$ cat src/rtl/ws2812b_receiver.sv
// ws2812b_receiver: decodes a WS2812B serial stream into 24-bit GRB words with frame/gap tracking.
module ws2812b_receiver #(
  parameter int BIT_THRESH   = 6,
  parameter int HIGH_MIN     = 2,
  parameter int HIGH_MAX     = 20,
  parameter int RESET_CYCLES = 500
) (
  input  logic        clk,
  input  logic        res_n,
  input  logic        din,
  output logic [23:0] data,
  output logic        word_valid,
  output logic [3:0]  led_index,
  output logic        frame_done,
  output logic        err
);
  localparam logic [1:0] SYNC = 2'd0, LOW = 2'd1, HIGH = 2'd2, DISCARD = 2'd3;
  logic [1:0]  state;
  logic        s1, din_s;
  logic [15:0] lo_cnt, lo_nxt;
  logic [7:0]  hi_cnt, hi_nxt;
  logic [23:0] shift;
  logic [4:0]  bit_cnt;
  logic [3:0]  word_cnt;
  logic        gap, fall, bad, bit_v;
  always_comb begin
    lo_nxt = din_s ? 16'd0 : lo_cnt + 16'(lo_cnt != 16'hffff);
    hi_nxt = din_s ? hi_cnt + 8'(hi_cnt != 8'hff) : 8'd0;
    gap    = lo_nxt == 16'(RESET_CYCLES);
    fall   = state == HIGH && !din_s;
    bad    = hi_cnt < 8'(HIGH_MIN) || hi_cnt > 8'(HIGH_MAX);
    bit_v  = hi_cnt >= 8'(BIT_THRESH);
  end
  always_ff @(posedge clk or negedge res_n) begin
    if (!res_n) begin
      {din_s, s1} <= 2'b00;
      state       <= SYNC;
      lo_cnt      <= '0;
      hi_cnt      <= '0;
      shift       <= '0;
      bit_cnt     <= '0;
      word_cnt    <= '0;
      data        <= '0;
      led_index   <= '0;
      word_valid  <= 1'b0;
      frame_done  <= 1'b0;
      err         <= 1'b0;
    end else begin
      {din_s, s1} <= {s1, din};
      lo_cnt      <= lo_nxt;
      hi_cnt      <= hi_nxt;
      word_valid  <= 1'b0;
      frame_done  <= 1'b0;
      err         <= 1'b0;
      if (state == SYNC) begin
        if (gap) state <= LOW;
      end else if (state != HIGH && gap) begin
        frame_done <= 1'b1;
        state      <= LOW;
        shift      <= '0;
        bit_cnt    <= '0;
        word_cnt   <= '0;
        led_index  <= '0;
      end else if (state == LOW && din_s) begin
        state <= HIGH;
      end else if (state == HIGH && hi_nxt == 8'(HIGH_MAX + 1)) begin
        err   <= 1'b1;
        state <= DISCARD;
      end else if (fall && bad) begin
        err   <= 1'b1;
        state <= DISCARD;
      end else if (fall) begin
        state <= LOW;
        shift <= {shift[22:0], bit_v};
        if (bit_cnt == 5'd23) begin
          bit_cnt    <= '0;
          data       <= {shift[22:0], bit_v};
          word_valid <= 1'b1;
          led_index  <= word_cnt;
          word_cnt   <= word_cnt + 4'(word_cnt != 4'd15);
        end else begin
          bit_cnt <= bit_cnt + 5'd1;
        end
      end
    end
  end
endmodule

$ cat config.mk
export PLATFORM = sky130hd
export DESIGN_NAME = ws2812b_receiver
export DESIGN_NICKNAME = d
export VERILOG_FILES = /design/src/rtl/ws2812b_receiver.sv
export SDC_FILE = /design/constraint.sdc
export NUM_CORES = 1
export LEC_CHECK = 0
export ABC_AREA = 1
export CORE_AREA = 2 2 118 85
export DETAILED_ROUTE_END_ITERATION = 10
export DIE_AREA = 0 0 120 87
export PLACE_DENSITY = 0.76
export SLEW_MARGIN = 20
export SYNTH_ARGS = -nofsm -noshare
export SYNTH_HDL_FRONTEND = slang
export SYNTH_SLANG_ARGS = --single-unit
$ cat constraint.sdc
create_clock -name clk -period 3.1 [get_ports clk]
set_input_delay 0.62 -clock clk [delete_from_list [all_inputs] [get_ports clk]]
set_output_delay 0.62 -clock clk [all_outputs]
set_load 0.005 [all_outputs]
==> results of run 1 <==
final cells by class:
| cell class | instances | area, um^2 | share of cell area, % |
|---|---|---|---|
| Clock buffer | 10 | 229 | 4.24 |
| Tap cell | 128 | 160 | 2.97 |
| Timing Repair Buffer | 44 | 469 | 8.69 |
| Inverter | 82 | 308 | 5.70 |
| Clock inverter | 5 | 78.8 | 1.46 |
| Multi-Input combinational cell | 361 | 1870 | 34.7 |
| Sequential cell | 91 | 2280 | 42.2 |
power groups by stage:
stage | Sequential, mW | Combinational, mW | Clock, mW
finish | 1.20 | 0.0634 | 1.14
global route | 1.20 | 0.0736 | 1.21
CTS | 1.20 | 0.0651 | 1.15
detailed placement | 1.22 | 0.0642 | 0
global placement | 1.22 | 0.0633 | 0
floorplan | 1.22 | 0.0253 | 0
path summary, 6_finish.rpt:
check | end | slack [ns] | cells past startpoint
min in group clk | din_s | 0.36 | 0
max in group asynchronous | hi_cnt[3] | 2.11 | 2
min | lo_cnt[13] | 0.32 | 1
max | shift[14] | 0.27 | 17
min reg2reg | din_s | 0.36 | 0
max reg2reg | shift[14] | 0.27 | 17
per-layer routing:
layer	global-route usage (%)	wire [um]	vias to the layer above
met2	29.9	4160	72
li1	-	-	1796
met4	5.67	96	0
met3	5.82	344	6
met5	0	0	-
met1	24.5	4500	1654
kinds of logic (layout without fill, tap and decap cells):
| family | Yosys count | count (layout) | share of synthesized area, % |
|---|---|---|---|
| simple gates | 278 | 278 | 28.1 |
| compound gates | 73 | 73 | 10.2 |
| xor+xnor | 3 | 3 | 0.575 |
| buf+inv | 97 | 141 | 9.34 |
| flops | 91 | 91 | 49.8 |
| fa+ha+maj | 7 | 7 | 1.92 |
Yosys cell counts:
master and instances:
or3_1 1, nand3_4 1, dfrtp_1 91, o21ai_1 7, nand3_1 29, clkbuf_1 2
nor2_2 3, buf_6 7, nand2_2 19, buf_2 5, or2_2 1, o21ai_0 31
nor2_8 2, buf_4 1, xor2_1 3, nand2_4 1, o21bai_1 1, nand3_2 3
ha_1 7, nor3_1 6, and3_1 1, a21oi_1 8, o21ai_2 25, o2111ai_1 1
nand4_2 1, inv_2 2, nor4_1 2, inv_1 80, nor2_4 4, nor2_1 39
nand4_1 8, nand2_1 157
state kept, by name, indices dropped and copies added (netlist names):
register and count:
bit_cnt 5, data 24, din_s 1, err 1, frame_done 1, hi_cnt 8, led_index 4, lo_cnt 16
s1 1, shift 23, state 2, word_cnt 4, word_valid 1
timing repair:
action                                  CTS  global route
hold buffers                              0             0
setup buffers                             0             2
endpoints found under the setup margin    0            60
resized for setup                         0             5
==> flow_metrics.env, run 1 <==
export IMPL_pwr_share_seq_pct=50.0
export IMPL_pre_cts_ws_ns=0.279
export IMPL_viasPerCell=4.89
export IMPL_drt_wl_total_mm=9.09
export IMPL_worst_slew_pin_slew_ns=0.679
export IMPL_fin_nets=599
export IMPL_max_freq_ghz=0.353
export IMPL_layout_common_cells="nand2_1 (155), dfrtp_1 (90), inv_1 (80), nor2_1 (38), clkdlybuf4s50_1 (32)"
export IMPL_yosysWarnings=0
export IMPL_pin_count=34
export IMPL_setup_ws_ns=0.267
export IMPL_gr_total_overflow=0
export IMPL_p_switching_mw=0.492
export IMPL_drcViolationCount=0
export IMPL_period_minus_slack_ns=2.83
export IMPL_endpoint_kind="flop"
export IMPL_initial_core_util_pct=48.5
export IMPL_drv_cap=0
export IMPL_p_sw_share_pct=20.5
export IMPL_cts_num_sinks=91
export IMPL_diodes=0
export IMPL_htreeDepth=3
export IMPL_rr_startpoint="hi_cnt[3]"
export IMPL_cts_tree="built"
export IMPL_die_h_um=87
export IMPL_rows=30
export IMPL_placed_cells=703
export IMPL_tns_ns=0
export IMPL_whs_ns=0.318
export IMPL_yosysSeqAreaShare_pct=49.8
export IMPL_drt_iter0_markers=263
export IMPL_outcome="finished, final reports clean"
export IMPL_grt_pass1_wl_mm=15.5
export IMPL_io_buffers=33
export IMPL_grt_max_degree=54
export IMPL_dieArea_mm2=0.0104
export IMPL_die_width_um=120
export IMPL_internal_power_mw=1.91
export IMPL_setup_viol=0
export IMPL_synth_distinct_cells=32
export IMPL_synth_seq_cells=91
export IMPL_critPathKind="reg2reg"
export IMPL_cts_buffers=9
export IMPL_layout_drive_gt1_share_pct=15.5
export IMPL_rsz0062_at_grt="no"
export IMPL_p_leak_nw=2.54
export IMPL_nFillCells=823
export IMPL_clock_path_buffers=2
export IMPL_final_area_mm2=0.00540
export IMPL_drtAntennaViolNets=0
export IMPL_synth_cells=549
export IMPL_power_frac_comb_pct=2.6
export IMPL_skew_ns=0.00786
export IMPL_dr_pass1_iters=4
export IMPL_p_per_area_mw_per_mm2=445
export IMPL_crit_arrival_ns=3.07
export IMPL_yosys_area_top_type="dfrtp_1"
export IMPL_final_util_pct=57.3
export IMPL_drt_wirelength_per_cell_um=12.6
export IMPL_dp_hpwl_mm=6.07
export IMPL_path_cells="nand2_2 -> or3_1 -> ha_1 -> ha_1 -> nand2_1 -> nor2_1 -> nand3_1 -> nand2_1 -> nor2_1 -> nor2_1 -> nand3_1 -> nand2_2 -> nor2_8 -> nand3_4 -> buf_6 -> nand2_1 -> o21ai_2"
export IMPL_coreArea_mm2=0.00942
export IMPL_start_kind="flop"
export IMPL_startpoint="hi_cnt[3]"
export IMPL_synth_area_top_cells="dfrtp_1 (50%), nand2_1 (13%), inv_1 (6.6%), o21ai_2 (4.8%), o21ai_0 (3.4%)"
export IMPL_period_share_pct=91.4
export IMPL_critPathTopFamily="simple AND/OR/NAND/NOR gates"
export IMPL_syn_area_mm2=0.00457
export IMPL_syn_num_nets=559
export IMPL_cts_root_buf="clkbuf_16"
export IMPL_cp_slowest_stage_delay_ns=0.41
export IMPL_pwr_share_clk_pct=47.3
export IMPL_final_common_cell="nand2_1"
export IMPL_place_area_mm2=0.00504
export IMPL_slew_headroom_pct=54.7
export IMPL_required_ns=3.33
export IMPL_grt_total_usage_pct=18.6
export IMPL_syn_to_final_growth_pct=18.1
export IMPL_crit_slowest_cell="dfrtp_2"
export IMPL_hold_path_class="in2async"
export IMPL_instances_no_fill=721
export IMPL_yosys_area_top_type_share_pct=49.8
export IMPL_crit_fanout=16
export IMPL_irDropWorstVdd_mv=0.278
export IMPL_finalWeightedCongestion=0.932
export IMPL_total_power_mw=2.40
export IMPL_clk_pin_slew_ns=0.06
export IMPL_avgSynthCellArea_um2=8.32
export IMPL_clk_latency_ns=0.34
export IMPL_antenna_found_initial=0
export IMPL_final_hold_violation_count=0
export IMPL_maxSlewViolCount=0
export IMPL_grt_pass1_vias=3422
export IMPL_vias=3528
export IMPL_path_buf_inv=1
No activity file was read; power rests on OpenSTA's default activity.
==> inputs of run 2 (changes only) <==
CORE_AREA = 4 4 111 81   (was 2 2 118 85)
CTS_CLUSTER_SIZE = 12   (was default)
DIE_AREA = 0 0 115 85   (was 0 0 120 87)
PLACE_DENSITY = 0.86   (was 0.76)
==> flow_metrics.env, run 2 (synthesis gave the netlist of run 1 again) <==
export IMPL_pre_cts_ws_ns=0.183
export IMPL_grt_pass1_vias=3545
export IMPL_grt_max_degree=57
export IMPL_layout_common_cells="nand2_1 (156), dfrtp_1 (91), inv_1 (80), nor2_1 (38), clkdlybuf4s50_1 (32)"
export IMPL_worst_slew_pin_slew_ns=0.699
export IMPL_layout_drive_gt1_share_pct=15.3
export IMPL_finalWeightedCongestion=0.884
export IMPL_top_regs="data (24), shift (23), lo_cnt (16)"
export IMPL_instances_no_fill=694
export IMPL_pin_count=34
export IMPL_rows=27
export IMPL_cts_buffers=9
export IMPL_final_hold_violation_count=0
export IMPL_dp_hpwl_mm=6.72
export IMPL_clk_latency_ns=0.34
export IMPL_endpoint_kind="flop"
export IMPL_dieArea_mm2=0.00978
export IMPL_path_cells="nand2_1 -> or3_1 -> ha_1 -> ha_1 -> nand2_1 -> o21ai_0 -> o21ai_1 -> nor2_1 -> nand2_1 -> nor2_1 -> nand3_1 -> nand2_2 -> nor2_8 -> nand3_4 -> buf_16 -> nand2_1 -> o21ai_1"
export IMPL_cts_root_buf="clkbuf_16"
export IMPL_final_area_mm2=0.00538
export IMPL_period_share_pct=96.7
export IMPL_crit_top_cell="nand2_1"
export IMPL_skew_ns=0.00726
export IMPL_crit_fanout=26
export IMPL_cts_num_sinks=91
export IMPL_diodes=0
export IMPL_drcViolationCount=0
export IMPL_initial_core_util_pct=58.3
export IMPL_setup_ws_ns=0.101
export IMPL_grt_total_usage_pct=21.3
export IMPL_dr_pass1_iters=5
export IMPL_viasPerCell=5.48
export IMPL_p_per_area_mw_per_mm2=459
export IMPL_htreeDepth=3
export IMPL_syn_to_final_growth_pct=17.7
export IMPL_die_width_um=115
export IMPL_period_minus_slack_ns=3.00
export IMPL_fin_nets=598
export IMPL_cp_slowest_stage_delay_ns=0.40
export IMPL_drt_wirelength_per_cell_um=14.8
export IMPL_final_common_cell="nand2_1"
export IMPL_largest_register="data"
export IMPL_irDropWorstVdd_mv=0.341
export IMPL_setup_viol=0
export IMPL_largest_reg_flops=24
export IMPL_vias=3800
export IMPL_drt_iter0_markers=504
export IMPL_place_area_mm2=0.00499
export IMPL_drtAntennaViolNets=0
export IMPL_tns_ns=0
export IMPL_antenna_found_initial=0
export IMPL_required_ns=3.31
export IMPL_gr_total_overflow=0
export IMPL_critPathKind="reg2reg"
export IMPL_crit_slowest_cell="dfrtp_1"
export IMPL_path_buf_inv=1
export IMPL_io_buffers=33
export IMPL_maxSlewViolCount=0
export IMPL_crit_arrival_ns=3.21
export IMPL_hold_path_class="in2async"
export IMPL_max_freq_ghz=0.333
export IMPL_clock_path_buffers=2
export IMPL_slew_headroom_pct=53.4
export IMPL_total_power_mw=2.47
export IMPL_critPathTopFamily="simple AND/OR/NAND/NOR gates"
export IMPL_coreArea_mm2=0.00784
export IMPL_p_leak_nw=2.54
export IMPL_cts_tree="built"
export IMPL_cts_hold_buf=0
export IMPL_outcome="finished, final reports clean"
export IMPL_drt_wl_total_mm=10.3
export IMPL_grt_pass1_wl_mm=16.7
export IMPL_die_h_um=85
export IMPL_clk_pin_slew_ns=0.06
export IMPL_placed_cells=675
export IMPL_drv_cap=0
export IMPL_start_kind="flop"
==> run 2: changes by cell type in the layout (fill, tap and decap cells not counted), sizes merged <==
| cell | change |
|---|---|
| clkinv | -2 |
| inv | +2 |
| buf | -1 |
| clkinvlp | +1 |
==> run 2: area by class of cell <==
cell class                      instances  area [um^2]
Multi-Input combinational cell        361         1870
Tap cell                              101          126
Inverter                               82          308
Sequential cell                        91         2280
Timing Repair Buffer                   43          465
Clock buffer                           10          239
Clock inverter                          6         93.8
Fill cell                             572         2460
==> run 2: worst paths after layout <==
check                               start          to  slack [ns]  cells after the start
worst min register to register         s1       din_s        0.38                      0
worst max register to register  hi_cnt[3]  bit_cnt[3]        0.10                     17
worst max-delay path            hi_cnt[3]  bit_cnt[3]        0.10                     17
worst min-delay path                res_n  lo_cnt[10]        0.33                      1
min in group clk                       s1       din_s        0.38                      0
max in group asynchronous           res_n    shift[0]        2.15                      2
==> run 2: repair_timing <==
item	CTS	global route
setup endpoints to repair	0	37
endpoints found under the hold margin	0	0
resized for setup	0	3
buffers inserted	0	2
==> run 2: layer usage <==
layer / up-vias / global-route usage, % / part of all wire, % / routed length (um)
li1: 1794 / - / - / -
met1: 1792 / 28.3 / 42 / 4290
met2: 188 / 34.2 / 48 / 4940
met3: 26 / 5.20 / 7.9 / 808
met4: 0 / 7.25 / 2.3 / 240
met5: - / 0 / 0 / 0
==> run 2: through the flow <==
step	utilization, %	hold WS [ns]
after floorplan	-	0.324
after global placement	63.7	0.336
after detailed placement	63.7	0.359
after CTS	68.0	0.362
after global routing	68.6	0.390
final	68.6	0.333
==> run 2: power breakdown <==
part / internal [mW] / total (mW) / switching, mW
combinational: 0.0161 / 0.0634 / 0.0473
sequential: 1.19 / 1.20 / 0.00778
clock: 0.735 / 1.20 / 0.469
total: 1.95 / 2.47 / 0.524
